File: src/rtl/ring_meas_sched.sv
// Round-robin measurement scheduler: walks the enabled ring/capture channels,
// opening a gate window, waiting for capture-done and strobing the result latch.
module ring_meas_sched #(
  parameter int pCHANNELS = 5,
  parameter int pGATE     = 1000,
  parameter int pTIMEOUT  = 4095,
  parameter int pIDXW     = 3
) (
  input  logic                 i_clk,
  input  logic                 i_rst_n,
  input  logic                 i_run,
  input  logic                 i_single,
  input  logic [pCHANNELS-1:0] i_mask,
  input  logic [pCHANNELS-1:0] i_done,
  output logic [pCHANNELS-1:0] o_start,
  output logic [pCHANNELS-1:0] o_gate,
  output logic [pIDXW-1:0]     o_sel,
  output logic                 o_latch,
  output logic                 o_busy,
  output logic [pCHANNELS-1:0] o_timeout,
  output logic                 o_pass_done
);

  localparam int pMAXCNT = (pGATE > pTIMEOUT) ? pGATE : pTIMEOUT;
  localparam int pCNTW   = $clog2(pMAXCNT + 1);

  localparam logic [2:0] S_IDLE  = 3'd0;
  localparam logic [2:0] S_START = 3'd1;
  localparam logic [2:0] S_GATE  = 3'd2;
  localparam logic [2:0] S_WAIT  = 3'd3;
  localparam logic [2:0] S_LATCH = 3'd4;
  localparam logic [2:0] S_NEXT  = 3'd5;

  logic [2:0]           r_state;
  logic [pIDXW-1:0]     r_sel;
  logic [pCHANNELS-1:0] r_mask;
  logic [pCHANNELS-1:0] r_timeout;
  logic [pCNTW-1:0]     r_cnt;

  logic                 w_first_found;
  logic [pIDXW-1:0]     w_first_idx;
  logic                 w_next_found;
  logic [pIDXW-1:0]     w_next_idx;
  logic [pCHANNELS-1:0] w_sel_onehot;
  logic                 w_cnt_zero;

  // Descending scans so the last hit is the lowest qualifying index.
  always_comb begin
    w_first_found = 1'b0;
    w_first_idx   = '0;
    w_next_found  = 1'b0;
    w_next_idx    = '0;
    for (int k = pCHANNELS - 1; k >= 0; k--) begin
      if (i_mask[k]) begin
        w_first_found = 1'b1;
        w_first_idx   = pIDXW'(k);
      end
      if (r_mask[k] && (k > int'(r_sel))) begin
        w_next_found = 1'b1;
        w_next_idx   = pIDXW'(k);
      end
    end
  end

  assign w_sel_onehot = {{(pCHANNELS-1){1'b0}}, 1'b1} << r_sel;
  assign w_cnt_zero   = (r_cnt == '0);

  // Strobes decode straight from state so an async reset clears them at once.
  assign o_start     = (r_state == S_START) ? w_sel_onehot : '0;
  assign o_gate      = (r_state == S_GATE)  ? w_sel_onehot : '0;
  assign o_latch     = (r_state == S_LATCH);
  assign o_busy      = (r_state != S_IDLE);
  assign o_pass_done = (r_state == S_NEXT) && !w_next_found;
  assign o_sel       = r_sel;
  assign o_timeout   = r_timeout;

  always_ff @(posedge i_clk or negedge i_rst_n) begin
    if (!i_rst_n) begin
      r_state   <= S_IDLE;
      r_sel     <= '0;
      r_mask    <= '0;
      r_timeout <= '0;
      r_cnt     <= '0;
    end else begin
      case (r_state)
        S_IDLE: begin
          if ((i_run || i_single) && w_first_found) begin
            r_state   <= S_START;
            r_sel     <= w_first_idx;
            r_mask    <= i_mask;
            r_timeout <= '0;
          end
        end
        S_START: begin
          r_cnt   <= pCNTW'(pGATE - 1);
          r_state <= S_GATE;
        end
        S_GATE: begin
          if (w_cnt_zero) begin
            r_cnt   <= pCNTW'(pTIMEOUT - 1);
            r_state <= S_WAIT;
          end else begin
            r_cnt <= r_cnt - 1'b1;
          end
        end
        S_WAIT: begin
          if (i_done[r_sel]) begin
            r_state <= S_LATCH;
          end else if (w_cnt_zero) begin
            r_timeout[r_sel] <= 1'b1;
            r_state          <= S_LATCH;
          end else begin
            r_cnt <= r_cnt - 1'b1;
          end
        end
        S_LATCH: begin
          r_state <= S_NEXT;
        end
        S_NEXT: begin
          if (w_next_found) begin
            r_sel   <= w_next_idx;
            r_state <= S_START;
          end else if (i_run && w_first_found) begin
            // Back-to-back pass: fresh mask snapshot, timeout flags kept.
            r_mask  <= i_mask;
            r_sel   <= w_first_idx;
            r_state <= S_START;
          end else begin
            r_state <= S_IDLE;
          end
        end
        default: r_state <= S_IDLE;
      endcase
    end
  end

endmodule

File: config.mk
export PLATFORM = sky130hd
export DESIGN_NAME = ring_meas_sched
export DESIGN_NICKNAME = d
export VERILOG_FILES = /design/src/rtl/ring_meas_sched.sv
export SDC_FILE = /design/constraint.sdc
export NUM_CORES = 1
export LEC_CHECK = 0
export ABC_AREA = 1
export BUFFER_PORTS_ARGS = -buffer_cell sky130_fd_sc_hd__buf_2
export CAP_MARGIN = 10
export CELL_PAD_IN_SITES_DETAIL_PLACEMENT = 0
export CELL_PAD_IN_SITES_GLOBAL_PLACEMENT = 1
export CORE_MARGIN = 2
export CORE_UTILIZATION = 34
export DETAILED_ROUTE_END_ITERATION = 7
export GPL_TIMING_DRIVEN = 0
export PLACE_DENSITY = 0.77
export REMOVE_ABC_BUFFERS = 1
export SETUP_SLACK_MARGIN = 0.15
export SYNTH_ARGS = -nofsm -noshare
export SYNTH_HDL_FRONTEND = slang
export SYNTH_SLANG_ARGS = --single-unit
File: constraint.sdc
create_clock -name i_clk -period 4.77 [get_ports i_clk]
set_input_delay 0.2385 -clock i_clk [delete_from_list [all_inputs] [get_ports i_clk]]
set_output_delay 0.2385 -clock i_clk [all_outputs]
set_load 0.005 [all_outputs]
==> reports/results.md <==
| Result | Value |
|---|---|
| Kind of end point of the critical path | output port |
| # nets final | 321 |
| Syn_area_per_cell | 6.87 sq um |
| Post-CTS Hold Buffers | 0 |
| Yosys top cell by area | dfrtp_1 |
| DIE HEIGHT | 77.9 microns |
| Area growth syn-to-layout | 15.0% |
| Max-capacitance violation count | 0 |
| Failing checks | negative hold slack |
| Starting density of the core | 0.359 |
| Detailed Place HPWL | 3.31 mm |
| Maximum vdd ir drop | 0.0984 mV |
| H-tree depth | 1 |
| TritonCTS buffer count | 3 |
| Class of the worst hold path | in2async |
| Routed wirelength normalized by instance count | 11.6 microns |
| Total congestion overflow after global routing | 0 |
| Setup repair after global routing missed its margin | no |
| Relative max-transition margin | 0.577 |
| Wire length after detailed routing | 4.35 mm |
| Kind of critical path | reg2out |
| Global placement routability congestion | 0.805 |
| Post-synthesis instance area | 1860 sq um |
| Insertion delay of the later-clocked pin in the worst-skew pair | 0.27 ns |
| DR pass1 iterations | 4 |
| Deepest clock path buffer count | 2 |
| Post-synthesis sequential area ratio | 0.364 |
| Setup slack, reg-to-reg | 3.05 ns |
| Pint | 0.294 mW |
| Violation count after the first detailed-route iteration | 58 |
| Setup Buffers After CTS | 0 |
| Vias in the first global route | 1579 |
| Fin. Hold Viols | 27 |
| Placed Instances | 371 |
| CTS root buf | clkbuf_8 |
| Clk slew on worst S/H paths | 0.10 ns |
| Period utilization | 0.378 |
| # setup viols final | 0 |
| Global-route wire length before repair | 7.35 mm |
| Standard-cell row count | 26 |
| Cell variety after synth | 31 |
| Top fanout value on the critical path | 9 |
| Placeable Area | 5170 sq um |
| Pins over their slew limit | 0 |
| Total leakage power | 1.11 nW |
| Total via count in the routed design | 1742 |
| Non-filler instance count after layout | 375 |
| Clk pwr share | 0.358 |
| IO Pins | 35 |
| Post-synthesis register bit count | 27 |
| Fraction of power consumed by sequential logic | 0.603 |
| DRC violations left | 0 |
| Data required time of the critical path | 4.53 ns |
| Result of the run | complete, but fails checks |
| Maximum clock rate | 554 MHz |
| Least-Margin Pin Slew | 0.635 ns |
| Switching Fraction | 0.225 |
| Worst endpoint data arrival time | 1.57 ns |
| GR Util All Layers | 0.150 |
| Die boundary width | 77.9 microns |
| Average vias per placed instance | 4.65 |
| Antenna-violating nets left | 0 |
| Diodes inserted | 0 |
| Total power divided by cell area | 178 nW/um^2 |
| Net switching power figure | 0.0853 mW |
| Power share of the combinational group | 0.039 |
| Pin count of the biggest net entering global routing | 28 |
| Worst hold slack | -0.0317 ns |
| Area enclosed by the die boundary | 6060 sq um |
| Number of buffers added on ports | 34 |
| Post-route minimum period | 1.80 ns |
| Launching element type of the critical path | flop |
| Synth top area share | 0.364 |
| Sinks on Clock Net | 27 |
| TritonCTS clock tree | done |
| Initial antenna violation count | 0 |
| Sum of negative setup slack | 0 ns |
| Mapped Cells | 270 |
| Proportion of layout cells with a drive suffix above 1 | 0.226 |
| Total number of yosys warnings | 0 |
| Top post-synthesis cells by area | dfrtp_1 36%, nand2_1 15%, nand3_1 6.5% |
| Layout Skew | 0.00464 ns |
| Resized Gates After CTS | 0 |
[power groups by stage]
stage          Combinational [mW]  Sequential (mW)  Clock (mW)
6_report                   0.0148            0.229       0.136
5_1_grt                    0.0176            0.229       0.150
4_1_cts                    0.0154            0.229       0.141
3_5_place_dp               0.0154            0.233           0
3_3_place_gp               0.0153            0.233           0
2_1_floorplan             0.00368            0.233           0
[cells in the final DEF, fill, tap and decap left out, drive strengths merged]
master / count
a21oi: 7
a31oi: 1
buf: 34
clkbuf: 4
dfrtp: 27
ha: 1
inv: 39
nand2: 79
nand3: 26
nand4: 4
nor2: 36
nor3: 3
nor3b: 1
o211ai: 1
o21a: 1
o21ai: 35
o21bai: 1
xnor2: 2
xor2: 3
[through the flow]
stage	cell area (sq um)	setup WS, ns	hold slack, ns	power (mW)	util
final	2130	2.97	-0.0317	0.379	0.413
after global routing	2130	2.81	0.0231	0.397	0.413
after CTS	2130	2.96	0.000901	0.385	0.413
after detailed placement	2090	3.06	0.309	0.249	0.404
after global placement	2090	3.09	0.299	0.248	0.404
after floorplan	1830	3.28	-0.0571	0.237	-
[kinds of logic after synthesis]
group / after synthesis / synth area share
adder cells (fa/ha/maj): 1 / 0.00674
flip-flops: 27 / 0.364
buffers and inverters: 42 / 0.0917
AO/OA/AOI/OAI: 46 / 0.135
AND/OR/NAND/NOR: 149 / 0.379
XOR/XNOR: 5 / 0.0236
[final timing paths]
kind / cells after the start / endpoint / from
max in group asynchronous: 1 / r_cnt[7] / i_rst_n
worst max-delay path: 6 / o_gate[1] / r_state[2]
worst max register to register: 11 / o_timeout[2] / r_cnt[0]
worst min register to register: 2 / r_mask[2] / r_mask[2]
min in group i_clk: 3 / r_mask[4] / i_mask[4]
worst min-delay path: 1 / r_mask[3] / i_rst_n
[cell usage after synthesis]
| master | number |
|---|---|
| dfrtp_1 | 27 |
| nor3_1 | 3 |
| o211ai_1 | 1 |
| xor2_1 | 3 |
| nand4_1 | 4 |
| a31oi_1 | 1 |
| ha_1 | 1 |
| nor2_2 | 3 |
| nor2_1 | 28 |
| nand3_1 | 24 |
| buf_4 | 1 |
| nand3_2 | 1 |
| xnor2_1 | 2 |
| inv_2 | 12 |
| nand2_4 | 1 |
| o21ai_2 | 1 |
| nor2_4 | 4 |
| buf_6 | 1 |
| a21oi_1 | 5 |
| buf_2 | 1 |
| nor2_8 | 1 |
| nor3b_1 | 1 |
| o21bai_1 | 1 |
| nand3_4 | 1 |
| o21ai_1 | 16 |
| inv_1 | 27 |
| o21ai_0 | 18 |
| o21a_1 | 1 |
| nand2_1 | 72 |
| a21oi_2 | 2 |
| nand2_2 | 6 |
[worst max-delay path: stages (launching register included)]
cell and delay, ns:
dfrtp_1 0.51, nor2_8 0.24, inv_2 0.09, nor2_4 0.13
inv_2 0.11, nor2_1 0.09, buf_2 0.11
[final cells by class]
class                      instances  area, sq um
fill                             568         3040
multi-input combinational        201         1010
sequential                        27          676
timing repair buffer              34          170
inverter                          39          146
tap                               70         87.6
clock buffer                       4         45.0
[metal layers]
layer,GRT usage,routed length [microns]
met5,0,0
met3,0.0209,117
met1,0.213,2250
met4,0.0429,45
met2,0.235,1940
[state kept, by name, summed over array words and instances, names as in the netlist]
signal     cells
r_cnt         12
o_timeout      5
r_mask         4
o_sel          3
r_state        3
(Power assumes the default switching activity.)
